===== config.mk =====
export PLATFORM = sky130hd
export DESIGN_NAME = render_burst_writer_flat
export DESIGN_NICKNAME = d
export VERILOG_FILES = /design/src/rtl/render_burst_writer_if.sv /design/src/rtl/render_burst_writer.sv /design/src/flat_wrapper.sv
export SDC_FILE = /design/constraint.sdc
export NUM_CORES = 1
export LEC_CHECK = 0
export BUFFER_PORTS_ARGS = -buffer_cell sky130_fd_sc_hd__buf_2
export CAP_MARGIN = 20
export CORE_UTILIZATION = 45
export DETAILED_ROUTE_END_ITERATION = 8
export PLACE_DENSITY = 0.76
export SYNTH_ARGS = -nofsm -noshare
export SYNTH_HDL_FRONTEND = slang
export SYNTH_SLANG_ARGS = --single-unit

===== constraint.sdc =====
create_clock -name clk -period 2.3 [get_ports clk]
set_clock_uncertainty 0.05 [all_clocks]
set_input_delay 0.115 -clock clk [delete_from_list [all_inputs] [get_ports clk]]
set_output_delay 0.115 -clock clk [all_outputs]
set_load 0.03 [all_outputs]

===== src/rtl/render_burst_writer_if.sv =====
// rtl/render_burst_writer_if.sv - renderer pop handshake and MIG port-0 write/command bus
interface render_burst_writer_if;
  logic [31:0] data;
  logic        ready;
  logic        frame_ready;
  logic        send_data;
  logic        mem_calib_done;
  logic [6:0]  p0_wr_count;
  logic        p0_wr_full;
  logic        p0_cmd_full;
  logic        p0_wr_en;
  logic [31:0] p0_wr_data;
  logic [3:0]  p0_wr_mask;
  logic        p0_cmd_en;
  logic [2:0]  p0_cmd_instr;
  logic [5:0]  p0_cmd_bl;
  logic [29:0] p0_cmd_byte_addr;

  modport master (
    input  data, ready, frame_ready, mem_calib_done, p0_wr_count, p0_wr_full, p0_cmd_full,
    output send_data, p0_wr_en, p0_wr_data, p0_wr_mask, p0_cmd_en, p0_cmd_instr,
           p0_cmd_bl, p0_cmd_byte_addr
  );

  modport slave (
    output data, ready, frame_ready, mem_calib_done, p0_wr_count, p0_wr_full, p0_cmd_full,
    input  send_data, p0_wr_en, p0_wr_data, p0_wr_mask, p0_cmd_en, p0_cmd_instr,
           p0_cmd_bl, p0_cmd_byte_addr
  );
endinterface


===== src/rtl/render_burst_writer.sv =====
// rtl/render_burst_writer.sv - pops renderer words into MIG port 0 in bursts, double-buffering frames
module render_burst_writer #(
  parameter int          BURST_LEN   = 16,
  parameter int          FRAME_WORDS = 307200,
  parameter logic [29:0] FRAME0_BASE = 30'h0000000,
  parameter logic [29:0] FRAME1_BASE = 30'h0200000
) (
  input  logic                  clk,
  input  logic                  SYS_RESETn,
  render_burst_writer_if.master bus,
  output logic                  memory_frame,
  output logic                  overflow
);
  localparam int BCW = $clog2(BURST_LEN + 1);
  localparam int WIW = $clog2(FRAME_WORDS + 1);
  localparam logic [BCW-1:0] BURST_MAX = BCW'(BURST_LEN);
  localparam logic [WIW-1:0] FRAME_MAX = WIW'(FRAME_WORDS);

  typedef enum logic [2:0] {IDLE, FILL, WAIT_WR, CMD, SWAP} state_t;

  state_t         state_q, state_d;
  logic [BCW-1:0] burst_cnt_q, burst_cnt_d;
  logic [WIW-1:0] word_idx_q, word_idx_d;
  logic           frame_pend_q, frame_pend_d;
  logic           memory_frame_q, memory_frame_d;
  logic           overflow_q, overflow_d;
  logic           wr_en_q, wr_en_d;
  logic [31:0]    wr_data_q, wr_data_d;
  logic           send;
  logic           cmd_fire;
  logic [WIW-1:0] burst_start;
  logic [BCW-1:0] bl_full;
  logic [29:0]    base;

  always_ff @(posedge clk or negedge SYS_RESETn) begin
    if (!SYS_RESETn) state_q <= IDLE;
    else             state_q <= state_d;
  end

  always_comb begin
    state_d = state_q;
    case (state_q)
      IDLE:    if (bus.mem_calib_done && bus.p0_wr_count == 7'd0) state_d = FILL;
      FILL: begin
        if (burst_cnt_q == BURST_MAX)  state_d = WAIT_WR;
        else if (frame_pend_q)         state_d = (burst_cnt_q != '0) ? WAIT_WR : SWAP;
      end
      WAIT_WR: state_d = CMD;
      CMD:     if (!bus.p0_cmd_full) state_d = frame_pend_q ? SWAP : IDLE;
      SWAP:    state_d = IDLE;
      default: state_d = IDLE;
    endcase
  end

  always_comb begin
    send     = 1'b0;
    cmd_fire = 1'b0;
    if (state_q == FILL)
      send = bus.ready && (burst_cnt_q < BURST_MAX) && (word_idx_q < FRAME_MAX) && !frame_pend_q;
    if (state_q == CMD)
      cmd_fire = !bus.p0_cmd_full;
  end

  // A word taken together with frame_ready still counts; SWAP then clears the pending frame.
  always_comb begin
    burst_cnt_d    = burst_cnt_q;
    word_idx_d     = word_idx_q;
    frame_pend_d   = frame_pend_q;
    memory_frame_d = memory_frame_q;
    overflow_d     = overflow_q;
    wr_en_d        = send;
    wr_data_d      = send ? bus.data : wr_data_q;
    if (send) begin
      burst_cnt_d = burst_cnt_q + BCW'(1);
      word_idx_d  = word_idx_q + WIW'(1);
    end
    if (cmd_fire) burst_cnt_d = '0;
    if (bus.frame_ready) frame_pend_d = 1'b1;
    if (state_q == FILL && bus.ready && word_idx_q == FRAME_MAX) overflow_d = 1'b1;
    if (state_q == SWAP) begin
      memory_frame_d = !memory_frame_q;
      word_idx_d     = '0;
      frame_pend_d   = 1'b0;
      overflow_d     = 1'b0;
    end
  end

  always_ff @(posedge clk or negedge SYS_RESETn) begin
    if (!SYS_RESETn) begin
      burst_cnt_q    <= '0;
      word_idx_q     <= '0;
      frame_pend_q   <= 1'b0;
      memory_frame_q <= 1'b0;
      overflow_q     <= 1'b0;
      wr_en_q        <= 1'b0;
      wr_data_q      <= '0;
    end else begin
      burst_cnt_q    <= burst_cnt_d;
      word_idx_q     <= word_idx_d;
      frame_pend_q   <= frame_pend_d;
      memory_frame_q <= memory_frame_d;
      overflow_q     <= overflow_d;
      wr_en_q        <= wr_en_d;
      wr_data_q      <= wr_data_d;
    end
  end

  // Writes always target the buffer the reader is not using.
  assign base        = memory_frame_q ? FRAME0_BASE : FRAME1_BASE;
  assign burst_start = word_idx_q - WIW'(burst_cnt_q);
  assign bl_full     = burst_cnt_q - BCW'(1);

  assign bus.send_data        = send;
  assign bus.p0_wr_en         = wr_en_q;
  assign bus.p0_wr_data       = wr_data_q;
  assign bus.p0_wr_mask       = 4'b0000;
  assign bus.p0_cmd_en        = cmd_fire;
  assign bus.p0_cmd_instr     = 3'b000;
  assign bus.p0_cmd_bl        = cmd_fire ? 6'(bl_full) : 6'd0;
  assign bus.p0_cmd_byte_addr = cmd_fire ? base + (30'(burst_start) << 2) : 30'd0;
  assign memory_frame         = memory_frame_q;
  assign overflow             = overflow_q;

  // The FIFO is empty when FILL starts and a burst never exceeds 64 words.
  a_no_full_in_fill: assert property (@(posedge clk) disable iff (!SYS_RESETn)
    (state_q == FILL) |-> !bus.p0_wr_full);
endmodule

===== src/flat_wrapper.sv =====
// flat-port wrapper written by rule: the top's interface ports become plain ports
module render_burst_writer_flat 
#(
  parameter int          BURST_LEN   = 16,
  parameter int          FRAME_WORDS = 307200,
  parameter logic [29:0] FRAME0_BASE = 30'h0000000,
  parameter logic [29:0] FRAME1_BASE = 30'h0200000
)
  (clk, SYS_RESETn, memory_frame, overflow, bus_data, bus_ready, bus_frame_ready, bus_mem_calib_done, bus_p0_wr_count, bus_p0_wr_full, bus_p0_cmd_full, bus_send_data, bus_p0_wr_en, bus_p0_wr_data, bus_p0_wr_mask, bus_p0_cmd_en, bus_p0_cmd_instr, bus_p0_cmd_bl, bus_p0_cmd_byte_addr);
  render_burst_writer_if bus_i ();
  input  logic clk;
  input  logic SYS_RESETn;
  output logic memory_frame;
  output logic overflow;
  input wire logic [$bits(bus_i.data)-1:0] bus_data;
  input wire logic [$bits(bus_i.ready)-1:0] bus_ready;
  input wire logic [$bits(bus_i.frame_ready)-1:0] bus_frame_ready;
  input wire logic [$bits(bus_i.mem_calib_done)-1:0] bus_mem_calib_done;
  input wire logic [$bits(bus_i.p0_wr_count)-1:0] bus_p0_wr_count;
  input wire logic [$bits(bus_i.p0_wr_full)-1:0] bus_p0_wr_full;
  input wire logic [$bits(bus_i.p0_cmd_full)-1:0] bus_p0_cmd_full;
  output wire logic [$bits(bus_i.send_data)-1:0] bus_send_data;
  output wire logic [$bits(bus_i.p0_wr_en)-1:0] bus_p0_wr_en;
  output wire logic [$bits(bus_i.p0_wr_data)-1:0] bus_p0_wr_data;
  output wire logic [$bits(bus_i.p0_wr_mask)-1:0] bus_p0_wr_mask;
  output wire logic [$bits(bus_i.p0_cmd_en)-1:0] bus_p0_cmd_en;
  output wire logic [$bits(bus_i.p0_cmd_instr)-1:0] bus_p0_cmd_instr;
  output wire logic [$bits(bus_i.p0_cmd_bl)-1:0] bus_p0_cmd_bl;
  output wire logic [$bits(bus_i.p0_cmd_byte_addr)-1:0] bus_p0_cmd_byte_addr;
  assign bus_i.data = bus_data;
  assign bus_i.ready = bus_ready;
  assign bus_i.frame_ready = bus_frame_ready;
  assign bus_i.mem_calib_done = bus_mem_calib_done;
  assign bus_i.p0_wr_count = bus_p0_wr_count;
  assign bus_i.p0_wr_full = bus_p0_wr_full;
  assign bus_i.p0_cmd_full = bus_p0_cmd_full;
  assign bus_send_data = bus_i.send_data;
  assign bus_p0_wr_en = bus_i.p0_wr_en;
  assign bus_p0_wr_data = bus_i.p0_wr_data;
  assign bus_p0_wr_mask = bus_i.p0_wr_mask;
  assign bus_p0_cmd_en = bus_i.p0_cmd_en;
  assign bus_p0_cmd_instr = bus_i.p0_cmd_instr;
  assign bus_p0_cmd_bl = bus_i.p0_cmd_bl;
  assign bus_p0_cmd_byte_addr = bus_i.p0_cmd_byte_addr;
  render_burst_writer #(.BURST_LEN(BURST_LEN), .FRAME_WORDS(FRAME_WORDS), .FRAME0_BASE(FRAME0_BASE), .FRAME1_BASE(FRAME1_BASE)) u_core (.clk(clk), .SYS_RESETn(SYS_RESETn), .bus(bus_i), .memory_frame(memory_frame), .overflow(overflow));
endmodule

* After elaboration in Yosys (flattened, before gate mapping)
Index checks and enable logic that the tools add are counted.
** Storage, ports and cells
- Register bits :: 63
- Logic and storage cells :: 61
- Input bits :: 46
- Output and inout port bits :: 80
** Cells by class
- Order comparisons :: 2
- Eq/ne operators :: 9
- $add $sub $neg :: 5
- Multiplexer cells :: 20
- Reductions and logical operators :: 17
** Operators by type and width (count)
- two-way mux 19 bit :: 2
- adder 30 x 21 -> 30 bit :: 1
- two-way mux 30 bit :: 1
- two-way mux 22 bit :: 1
- adder 19 x 1 -> 19 bit (second input constant) :: 1
- == test 19 bit (second input constant) :: 1
- less-than comparator 19 bit (second input constant) :: 1
- subtractor 19 x 5 -> 19 bit :: 1
- two-way mux 3 bit :: 6
- two-way mux 5 bit :: 3
- one-hot mux 3 bit (4 select lines) :: 1
- nonzero test 2 bit :: 4
- logical NOT 7 bit :: 1
- == test 3 x 2 -> 1 bit (second input constant) :: 2
- logical AND 1 bit :: 6
- two-way mux 1 bit :: 6
- adder 5 x 1 -> 5 bit (second input constant) :: 1
- == test 5 bit (second input constant) :: 1
- less-than comparator 5 bit (second input constant) :: 1
- nonzero test 5 bit :: 1
- subtractor 5 x 1 -> 5 bit (second input constant) :: 1
- == test 3 x 1 -> 1 bit (second input constant) :: 1
- == test 3 bit (second input constant) :: 1
- logical NOT 1 bit :: 3
- other kinds (5) :: 5

* Depth between registers and ports, before layout
- Depth after elaboration :: 7
- Gate-level depth with buffers :: 9
- Gate-level depth less buffers :: 9

* Worst setup path after synthesis
Ideal clock, no wire load.
- Kind :: register to output
- Start :: register u_core.word_idx_q[4]
- End :: output port bus_p0_cmd_byte_addr[17]
- Data arrival time :: 2.446 ns
- Stages on the path, launching flop included :: 9
- Path slack :: -0.311 ns
- Data required time :: 2.135 ns
- Buffers on the path :: 2
- Cell sequence :: dfrtp_1 > ha_1 > clkbuf_1 > nor4_4 > nand2b_4 > buf_6 > or4_4 > or4_1 > o21ai_1
** Between the ends
- Longest elaborated chain between the ends :: 3
** RTL lines
- start, declared :: line render_burst_writer.sv:23 : logic [WIW-1:0] word_idx_q, word_idx_d;
- start signal, assigned :: line render_burst_writer.sv:99 : word_idx_q <= word_idx_d;
- subtractor 19 x 5 -> 19 bit :: line render_burst_writer.sv:110 : assign burst_start = word_idx_q - WIW'(burst_cnt_q);
- adder 30 x 21 -> 30 bit :: line render_burst_writer.sv:120 : assign bus.p0_cmd_byte_addr = cmd_fire ? base + (30'(burst_start) << 2) : 30'd0;
- two-way mux 30 bit :: line render_burst_writer.sv:120
- end, declared :: line flat_wrapper.sv:29 : output wire logic [$bits(bus_i.p0_cmd_byte_addr)-1:0] bus_p0_cmd_byte_addr;
Every way passes these cells.

* Worst setup path after layout
- Start :: register u_core.word_idx_q[8]
- End :: output port bus_p0_cmd_byte_addr[17]
Same word-level chain as after synthesis.

==> metrics.cfg <==
[global_routing]
antenna_found_initial = 0
grt_max_degree = 35
grt_pass1_wl_um = 16100
grt_pass1_vias = 3349
grt_overflow = 0
gr-usage-all-layers = 0.249

[logic_synthesis]
ys_types = 47
synthCells = 357
syn_area_um2 = 3550
ys.warnings.count = 0
yosysSeqAreaShare = 0.444
ys_seq_elements = 63
async_flop_share = 1.00
synth-edff-count = 0
yosys_most_used_dff = dfrtp_1
avgSynthCellArea_um2 = 9.94

[worst_setup_path]
cpMaxStageDelayCell = or4_4
critPathMaxFanout = 2
critPathMaxStageDelay_ns = 0.54
worstSetupPathType = reg2out
cp.buffers_inverters = 1
crit_required_ns = 2.13
reg2reg_to = u_core.word_idx_q[17]
arrival_ns = 2.50
worstRegToRegCells = 7
crit-reg2reg-launch = u_core.word_idx_q[12]
worstPathCellList = or4_4 > nand2b_4 > or4_4 > or4_4 > o21ai_4 > buf_6
worstSetupEndpointType = output port
crit_top_cell = or4_4
crit_family = simple AND/OR/NAND/NOR gates
worstSetupStartpointType = flip-flop
path_depth = 6
regToRegSetupSlack_ns = 0.12

[power_and_ir_drop]
power.internal_uw = 3220
switchingPower_uw = 2330
power_leakage_uw = 0.00263
powerDensity_nw_per_um2 = 1020
pwr-share-seq = 0.299
switching_share = 0.420
power_frac_clock = 0.170
p_comb_frac = 0.531
ir_drop_v = 0.000738

[outcome]
violations = negative setup slack
outcome = complete, but fails checks

[drt]
drcViolationCount = 0
wirelength_um = 10500
wl_per_cell_um = 16.2
drtPass1Iterations = 5
drt_iter0_drc = 274
vias = 3406
drtAntennaViolNets = 0
viasPerCell = 5.24

[final_layout]
fin_nets = 600
seqCellArea_um2 = 1580
fin_util = 0.706
post-route-cell-area_um2 = 5430
antennaDiodeCount = 0
drive_gt1_frac = 0.487
multiInputGateArea_um2 = 2050
layout.filler_cells = 531
area_growth_pct = 53.1

[floorplanning]
die-area_um2 = 8240
die_h_um = 90.8
num_io_pins = 126
start_util = 0.461
row_count = 32
die_w_um = 90.8
coreArea_um2 = 7690

[timing]
finalSetupViolCount = 15
maxSlewViolCount = 0
fin_crit_ns = 2.67
grt_setup_unrepaired = yes
holdWs_ns = 0.0238
final.setup.worst_slack_ns = -0.365
min_period_over_period = 1.16
max_freq_mhz = 375
hold_viol = 0

[cts]
htree_levels = 3
cts_root_buf = clkbuf_8
cts.reportedPaths.clkPinSlew_ns = 0.07
cts.sinks = 63
clockBufferDepth = 2
clock_latency_ns = 0.35
cts_tree = built
cts_buffers = 9

[place]
port-buffer-count = 106
placed_area_um2 = 4390
place_congestion = 0.878
dpl.hpwl_um = 6150

[worst_hold_path]
worstHoldStart = bus_p0_cmd_full
min_path_type = in2reg
hold_path_depth = 3
hold_end = u_core.state_q[0]

[job]
maxCapViolCount = 0

==> worst max-delay path by stage <==
stage | from | to | slack (ns)
2_1_floorplan | u_core.word_idx_q[8] | bus_p0_cmd_byte_addr[17] | -0.09
3_3_place_gp | u_core.word_idx_q[8] | bus_p0_cmd_byte_addr[17] | -0.02
3_5_place_dp | u_core.word_idx_q[8] | bus_p0_cmd_byte_addr[17] | -0.05
4_1_cts | u_core.word_idx_q[8] | bus_p0_cmd_byte_addr[17] | -0.37
5_1_grt | u_core.word_idx_q[8] | bus_p0_cmd_byte_addr[17] | -0.41
6_report | u_core.word_idx_q[8] | bus_p0_cmd_byte_addr[17] | -0.37
==> worst min-delay path: cells and delay by family <==
kind                   cells  cell delay [ns]
AOI/OAI and AO/OA          1             0.09
and+or+nand+nor            1             0.06
buffers and inverters      1             0.11
==> cell usage after synthesis, types with 4 or more instances <==
library cell  instances  area, um2
nand2b_1              4       25.0
nand2_1              12       45.0
clkbuf_1             20       75.1
nor4_1               13       81.3
ha_1                 10        125
or4_1                 4       30.0
o31ai_1               4       30.0
or3_1                 6       37.5
dfrtp_1              63       1580
buf_4                18        135
nor2_1               49        184
nor3_1               14       70.1
xnor2_1              29        254
a21oi_1              12       60.1
mux2_2               33        372
o21ai_0               8       40.0
nand3_1               7       35.0
inv_1                13       48.8
==> layer usage <==
metal / global-route usage / wire, um / vias to the layer above
li1: - / - / 1569
met5: 0 / 0 / -
met2: 0.416 / 5350 / 156
met1: 0.306 / 4160 / 1656
met4: 0.104 / 310 / 0
met3: 0.0631 / 686 / 25
==> cell type report <==
| class | count | area share |
|---|---|---|
| Tap cell | 102 | 0.0235 |
| Inverter | 14 | 0.0104 |
| Clock buffer | 10 | 0.0235 |
| Multi-Input combinational cell | 257 | 0.378 |
| Sequential cell | 63 | 0.291 |
| Clock inverter | 6 | 0.0113 |
| Timing Repair Buffer | 198 | 0.263 |
==> stage by stage <==
step           TNS [ns]  instances  setup WS (ns)  power, uW
2_1_floorplan   -0.0913        374        -0.0913       3290
3_3_place_gp    -0.0197        581        -0.0197       3890
3_5_place_dp    -0.0547        581        -0.0463       3960
4_1_cts           -1.52        644         -0.367       5310
5_1_grt           -3.54        650         -0.406       5820
6_report          -2.46        650         -0.365       5540
==> state kept, by name, indices dropped and copies added, names as in the netlist <==
register               cells
u_core.bus.p0_wr_data     32
u_core.word_idx_q         19
u_core.burst_cnt_q         5
u_core.overflow            1
u_core.memory_frame        1
u_core.bus.p0_wr_en        1
u_core.state_q             3
u_core.frame_pend_q        1
==> cell usage in the layout, fill, tap and decap left out, drive strengths merged, types with 4 or more instances in the layout <==
cell         instances
nand2               12
o21ai                9
or4                  7
mux2                33
or3                  6
ha                  10
dlygate4sd3         34
nor4                14
conb                18
o31ai                4
a21oi               12
clkbuf              12
clkinv               4
nand2b               5
nor2                49
inv                 13
xnor2               29
nor3                14
dfrtp               63
nand3                7
buf                162
==> cells by family (layout without fill, tap and decap cells) <==
logic type | after synthesis | count (layout) | synth area share
buffers and inverters | 54 | 228 | 0.0787
and+or+nand+nor | 128 | 128 | 0.190
xor gates and xnor gates | 30 | 30 | 0.0741
DFF | 63 | 63 | 0.444
AOI/OAI and AO/OA | 36 | 36 | 0.0635
adders and majority gates | 11 | 11 | 0.0409
muxes | 34 | 34 | 0.108
other | 1 | 18 | 0.00106
==> power by group through the flow <==
stage | sequential (uW) | combinational, uW | clock (uW)
floorplan | 2200 | 1090 | 0
global placement | 1630 | 2260 | 0
detailed placement | 1650 | 2310 | 0
CTS | 1650 | 2700 | 958
global route | 1700 | 3110 | 1010
finish | 1660 | 2940 | 942
==> timing repair <==
action / 4_1_cts / 5_1_grt
buffers inserted: 12 / 9
cloned: 1 / 1
resized for setup: 58 / 29
pin swaps: 17 / 15
endpoints found under the setup margin: 15 / 20
hold buffers: 34 / 0
hold endpoints to repair: 51 / 0
Power figures use the tool's default switching activity.
